$ cat config.mk
export PLATFORM = sky130hd
export DESIGN_NAME = counter_sequencer
export DESIGN_NICKNAME = d
export VERILOG_FILES = /design/src/rtl/counter_sequencer.sv
export SDC_FILE = /design/constraint.sdc
export NUM_CORES = 1
export LEC_CHECK = 0
export CAP_MARGIN = 10
export CORE_MARGIN = 8
export CORE_UTILIZATION = 52
export CTS_CLUSTER_DIAMETER = 60
export DETAILED_ROUTE_END_ITERATION = 10
export PLACE_DENSITY = 0.76
export SLEW_MARGIN = 10
export SYNTH_ARGS = -nofsm -noshare
export SYNTH_HDL_FRONTEND = slang
export SYNTH_SLANG_ARGS = --single-unit
$ cat constraint.sdc
create_clock -name clock -period 2.63 [get_ports clock]
set_input_delay 0.789 -clock clock [delete_from_list [all_inputs] [get_ports clock]]
set_output_delay 0.789 -clock clock [all_outputs]
set_load 0.01 [all_outputs]
$ cat src/rtl/counter_sequencer.sv
// Programmable timer controller: latches period/prescale/mode on start and steps
// an up-counter every prescale+1 clocks, signalling done/irq at the terminal count.
module counter_sequencer #(
  parameter int WIDTH          = 4,
  parameter int PRESCALE_WIDTH = 4
) (
  input  logic                      clock,
  input  logic                      reset,
  input  logic                      start,
  input  logic                      stop,
  input  logic                      mode,
  input  logic [WIDTH-1:0]          period,
  input  logic [PRESCALE_WIDTH-1:0] prescale,
  input  logic                      irq_clear,
  output logic [WIDTH-1:0]          count,
  output logic                      busy,
  output logic                      done,
  output logic                      irq,
  output logic                      err
);

  typedef enum logic [1:0] {IDLE, LOAD, RUN} state_t;

  state_t                    state;
  logic [WIDTH-1:0]          period_q;
  logic [PRESCALE_WIDTH-1:0] prescale_q;
  logic [PRESCALE_WIDTH-1:0] pcnt;
  logic                      mode_q;

  logic start_ok;
  logic start_bad;
  logic step;
  logic terminal;

  // stop always dominates a coincident start, including the error check
  assign start_ok  = start && !stop && (period != '0);
  assign start_bad = start && !stop && (period == '0);
  assign step      = (pcnt == prescale_q);
  assign terminal  = step && (count == period_q - WIDTH'(1));

  always_ff @(posedge clock) begin
    if (reset) begin
      state      <= IDLE;
      count      <= '0;
      busy       <= 1'b0;
      done       <= 1'b0;
      irq        <= 1'b0;
      err        <= 1'b0;
      period_q   <= '0;
      prescale_q <= '0;
      mode_q     <= 1'b0;
      pcnt       <= '0;
    end else begin
      done <= 1'b0;
      err  <= start_bad;
      if (irq_clear) irq <= 1'b0;

      case (state)
        IDLE: begin
          if (start_ok) begin
            period_q   <= period;
            prescale_q <= prescale;
            mode_q     <= mode;
            state      <= LOAD;
            busy       <= 1'b1;
          end
        end

        LOAD: begin
          if (stop) begin
            state <= IDLE;
            busy  <= 1'b0;
            count <= '0;
            pcnt  <= '0;
          end else if (start_ok) begin
            period_q   <= period;
            prescale_q <= prescale;
            mode_q     <= mode;
          end else begin
            count <= '0;
            pcnt  <= '0;
            state <= RUN;
          end
        end

        RUN: begin
          if (stop) begin
            state <= IDLE;
            busy  <= 1'b0;
          end else if (start_ok) begin
            period_q   <= period;
            prescale_q <= prescale;
            mode_q     <= mode;
            state      <= LOAD;
          end else if (step) begin
            pcnt <= '0;
            if (terminal) begin
              done <= 1'b1;
              irq  <= 1'b1;
              if (mode_q) begin
                count <= '0;
              end else begin
                state <= IDLE;
                busy  <= 1'b0;
              end
            end else begin
              count <= count + WIDTH'(1);
            end
          end else begin
            pcnt <= pcnt + PRESCALE_WIDTH'(1);
          end
        end

        default: begin
          state <= IDLE;
          busy  <= 1'b0;
        end
      endcase
    end
  end

endmodule

==> results of run 1 <==
registers in the layout, summed over array words and instances, names as in the netlist:
name / count
period_q: 4
mode_q: 1
done: 1
prescale_q: 4
count: 4
state: 2
irq: 1
pcnt: 4
err: 1
busy: 1
path summary, 6_finish.rpt:
| path | from | endpoint | cells past startpoint |
|---|---|---|---|
| worst max-delay path | period[0] | count[2]$_SDFFE_PP0P_ | 6 |
| worst min-delay path | irq$_SDFF_PP0_ | irq$_SDFF_PP0_ | 2 |
| worst max register to register | state[0]$_SDFFE_PP0P_ | count[0]$_SDFFE_PP0P_ | 7 |
| worst min register to register | irq$_SDFF_PP0_ | irq$_SDFF_PP0_ | 2 |
critical path, delay by kind of cell:
kind | cells | cell delay, ps
simple gates | 3 | 1000
buf+inv | 1 | 460
compound gates | 2 | 260
cell type report:
type	instances	area share
Clock buffer	3	0.01420
Clock inverter	1	0.003155
Inverter	8	0.01893
Multi-Input combinational cell	102	0.4937
Sequential cell	23	0.2902
Tap cell	30	0.02366
Timing Repair Buffer	26	0.1562
layer usage:
| metal | up-vias | global-route usage | part of all wire |
|---|---|---|---|
| li1 | 549 | - | - |
| met4 | 0 | 0.03815 | 0.0035 |
| met2 | 20 | 0.2533 | 0.51 |
| met3 | 2 | 0.03401 | 0.048 |
| met1 | 520 | 0.1502 | 0.44 |
| met5 | - | 0 | 0 |
kinds of logic (layout without fill, tap and decap cells):
kind of cell,after synthesis,in the layout,share of synthesized area
buf+inv,12,38,0.03606
xor+xnor,9,9,0.07310
flops,23,23,0.3587
mux,11,11,0.08675
compound gates,25,25,0.1491
simple gates,50,50,0.2281
fa+ha+maj,7,7,0.06822
layout by cell type, fill, tap and decap left out, types with 2 or more instances in the layout:
master,count
a211oi_2,2
a21o_1,2
a21oi_1,7
a22o_1,2
a22oi_1,2
a311oi_1,2
a41oi_1,2
buf_4,5
clkbuf_4,3
clkdlybuf4s50_1,21
dfxtp_1,23
ha_1,7
inv_1,8
mux2i_1,10
nand2_1,2
nand2b_1,5
nand3_1,5
nand4_1,2
nor2_1,19
nor2_2,2
nor3_1,2
nor3_2,2
or2_2,2
or4_4,2
xnor2_1,7
metrics by stage:
| step | util | setup slack (ps) | power, mW |
|---|---|---|---|
| 3_3_place_gp | 0.6469 | 80.36 | 0.4865 |
| 3_5_place_dp | 0.6469 | 44.80 | 0.4907 |
| 2_1_floorplan | - | 551.6 | 0.4430 |
| 6_report | 0.6584 | 372.4 | 0.6471 |
| 5_1_grt | 0.6584 | 304.7 | 0.6875 |
| 4_1_cts | 0.6584 | 360.2 | 0.6526 |
power breakdown:
part | leakage (nW) | switching, mW | internal [mW] | total [mW]
logic | 0.376 | 0.0583 | 0.0587 | 0.117
clock network | 0.0177 | 0.107 | 0.0567 | 0.163
registers | 0.187 | 0.00817 | 0.358 | 0.367
total | 0.580 | 0.173 | 0.474 | 0.647
==> impl_metrics.ini, run 1 <==
[outcome]
status = finished, final reports clean

[synth]
synth_flop_cell = dfxtp_1
synth_edf_count = 0
postSynth.asyncResetShare = 0
synthTopCellsByCount = dfxtp_1 (23), nor2_1 (19), mux2i_1 (10)
synthMostInstantiatedCell = dfxtp_1
ys_warn_count = 0
syn_avg_cell_area_um2 = 9.370
yosysTopAreaCell = dfxtp_1
yosys.area.top_type_share = 0.3587
yosysUniqueCellTypes = 40
syn-instance-count = 137
ys_seq_elements = 23
syn_nets = 158
netlist_area_mm2 = 0.001284
synth_area_leaders = dfxtp_1 (36%), mux2i_1 (7.8%), ha_1 (6.8%), nor2_1 (5.6%), xnor2_1 (4.8%)
yosysSeqAreaShare = 0.3587

[clock_network]
numCtsBuffers = 3
cts_setup_buffers = 0
clock_latency_ps = 310
path_clk_slew_ps = 130
clock_sinks = 23
cts_resized = 0
holdBufCountCts = 0
cts_tree = built
cts-root-buf = clkbuf_4
cts_buffer_depth = 2
cts_max_level = 1

[timing]
rsz0062_at_grt = false
hold_viol = 0
setup_viol = 0
fmax_ghz = 0.4430
fin_worst_skew_ps = 3.971
tightestPinTransition_ps = 381.2
hold_slack_ps = 491.9
min_period_ps = 2258
finalSetupTns_ps = 0
drv_slew = 0
slew-limit-headroom = 0.7393
finalCritPeriodShare = 0.8584

[cells_and_area]
fin_cells = 193
register_area_um2 = 460.4
synthToLayoutAreaGrowth_pct = 23.59
diodes = 0
n_fill_cell = 202
multi_input_area_um2 = 783.3
layout.nets = 185
stdcell_area_mm2 = 0.001587
layout-drive-gt1-share = 0.1411

[route]
vias_per_cell = 5.653
via_count = 1091
drt_iter0_markers = 33
firstDrtPassIters = 4
finalWirelength_um = 2832
ant_nets = 0
wire_per_inst_um = 14.67
drc = 0

[placement]
placed_area_mm2 = 0.001559
port_buffers = 21
gp_congestion = 0.7400
dp_cells = 189
place_hpwl_um = 2248

[worst_setup_path]
critPathSlowestCell = or4_4
criticalPathCategory = input pin to flop
r2r_slack_ps = 650
worst_ep_required_time_ps = 2890
path_max_fanout = 7
path_cells = clkdlybuf4s50_1, nor4_4, nor2_2, or4_4, a211oi_2, a21o_1
endpoint_kind = flop
crit_path_start_kind = input pin
cp.arrival_ps = 2520
max_stage_delay_ps = 540

[floorplanning]
start_util = 0.5327
core_mm2 = 0.002410
ioPinCount = 22
die_h_um = 65.69
chipWidth_um = 65.69
die_area_mm2 = 0.004315
num_rows = 18

[grt]
grt-ovfl-total = 0
track_usage = 0.1374
antenna_found_initial = 0
grt_pass1_wl_um = 4809
grt_max_degree = 20
grt_pass1_vias = 1119

[worst_hold_path]
worstHoldPathType = flop to flop

[power]
powerDensity_mw_per_mm2 = 407.9
leakagePower_nw = 0.5803
ir_worst_vdd_uv = 403.0

[job]
drv_cap = 0
Power figures use the tool's default switching activity.
==> run 2, diff against run 1 <==
--- a/config.mk
+++ b/config.mk
@@ -9,6 +9,7 @@
 export CORE_MARGIN = 8
 export CORE_UTILIZATION = 52
 export CTS_CLUSTER_DIAMETER = 60
+export CTS_CLUSTER_SIZE = 14
 export DETAILED_ROUTE_END_ITERATION = 10
 export PLACE_DENSITY = 0.76
 export SLEW_MARGIN = 10
==> results of run 2 <==
The final DEF is identical to that of run 1; final timing and power are the same.
==> run 3, diff against run 2 <==
--- a/config.mk
+++ b/config.mk
@@ -11,6 +11,7 @@
 export CTS_CLUSTER_DIAMETER = 60
 export CTS_CLUSTER_SIZE = 14
 export DETAILED_ROUTE_END_ITERATION = 10
+export GPL_TIMING_DRIVEN = 0
 export PLACE_DENSITY = 0.76
 export SLEW_MARGIN = 10
 export SYNTH_ARGS = -nofsm -noshare
==> run 3 against run 2 <==
  * Wire length shrank 2.4%
  * Clock power is essentially flat
  * Die area unchanged
  * Total power down 0.78%
  * Critical endpoint is now count[0]$_SDFFE_PP0P_
==> impl_metrics.ini, run 3 (synthesized netlist as in run 1, its figures left out) <==
[placement]
port_buffers = 21
gp_congestion = 0.8365
placed_area_mm2 = 0.001531
place_hpwl_um = 2239
dp_cells = 188
dp_slack_ps = -120.5

[timing]
fmax_ghz = 0.4168
tightestPinTransition_ps = 445.0
hold_slack_ps = 493.6
setup_viol = 0
hold_viol = 0
slew-limit-headroom = 0.7033
rsz0062_at_grt = false
finalSetupTns_ps = 0
min_period_ps = 2399
drv_slew = 0
layout_setup_ws_ps = 230.9
finalCritPeriodShare = 0.9122
fin_worst_skew_ps = 14.72

[cells_and_area]
layout-drive-gt1-share = 0.1111
final_common_cell = dfxtp_1
fin_cells = 192
utilization = 0.6469
diodes = 0
final_cell_mix = dfxtp_1 (23), clkdlybuf4s50_1 (21), nor2_1 (19)
synthToLayoutAreaGrowth_pct = 21.44
layout.nets = 184
stdcell_area_mm2 = 0.001559
n_fill_cell = 212

[clock_network]
cts_max_level = 1
clock_latency_ps = 310
path_clk_slew_ps = 140
cts_setup_buffers = 0
cts_resized = 0
holdBufCountCts = 0
cts-root-buf = clkbuf_4
numCtsBuffers = 3
clock_sinks = 23
cts_tree = built
cts_buffer_depth = 2

[worst_hold_path]
holdPathStages = 2
worstHoldPathType = flop to flop

[route]
ant_nets = 0
wire_per_inst_um = 14.39
firstDrtPassIters = 4
drc = 0
drt_iter0_markers = 22
via_count = 1074
finalWirelength_um = 2763
vias_per_cell = 5.594

[worst_setup_path]
worst_ep_required_time_ps = 2900
rr_worst_depth = 8
path_max_fanout = 8
criticalPathCategory = input pin to flop
crit_path_start_kind = input pin
cp.arrival_ps = 2670
endpoint_kind = flop

[grt]
grtUsageMet1 = 0.1478
grt_max_degree = 14
antenna_found_initial = 0
grt_pass1_vias = 1069
use_met3 = 0.04592
track_usage = 0.1365
grt.busiest_layer = met2
grt-ovfl-total = 0
use_met2 = 0.2473
grt_pass1_wl_um = 4692

[floorplanning]
ioPinCount = 22
die_area_mm2 = 0.004315
chipWidth_um = 65.69
die_h_um = 65.69
num_rows = 18
start_util = 0.5327
core_mm2 = 0.002410

[outcome]
status = finished, final reports clean

[power]
leakagePower_nw = 0.5618
powerDensity_mw_per_mm2 = 411.8
ir_worst_vdd_uv = 389.1
total_power_mw = 0.6421

[job]
drv_cap = 0
==> run 3: cell count changes in the layout (fill, tap and decap cells not counted), sizes merged <==
cell	before	now
buf	5	1
clkbuf	3	6
==> run 3: worst max-delay path, cell delays in order <==
cell and delay (ps):
clkdlybuf4s50_1 460, nor4_4 420, nor2_2 160, or4_4 550, nor2_2 130, mux2_2 150
==> run 3: path summary, 6_finish.rpt <==
kind                    startpoint               endpoint  slack, ps
max                      period[0]  count[0]$_SDFFE_PP0P_        230
min                 irq$_SDFF_PP0_         irq$_SDFF_PP0_        490
max reg2reg  state[0]$_SDFFE_PP0P_  count[0]$_SDFFE_PP0P_        510
min reg2reg         irq$_SDFF_PP0_         irq$_SDFF_PP0_        490
==> run 3: cell type report <==
type	count	area (µm²)	area share
Timing Repair Buffer	21	210.2	0.1348
Clock buffer	3	22.52	0.01445
Multi-Input combinational cell	102	777.0	0.4984
Inverter	8	30.03	0.01926
Clock inverter	1	5.005	0.003210
Sequential cell	23	460.4	0.2953
Tap cell	30	37.54	0.02408
Buffer	4	16.27	0.01043
==> run 3: metal layers <==
metal | wire [µm] | vias up
met5 | 0 | -
met3 | 171 | 2
met2 | 1386 | 30
met4 | 15 | 0
met1 | 1190 | 493
li1 | - | 549
==> run 3: power by group <==
| group | switching, mW | internal (mW) |
|---|---|---|
| clock | 0.107 | 0.0568 |
| sequential | 0.00797 | 0.358 |
| combinational | 0.0572 | 0.0549 |
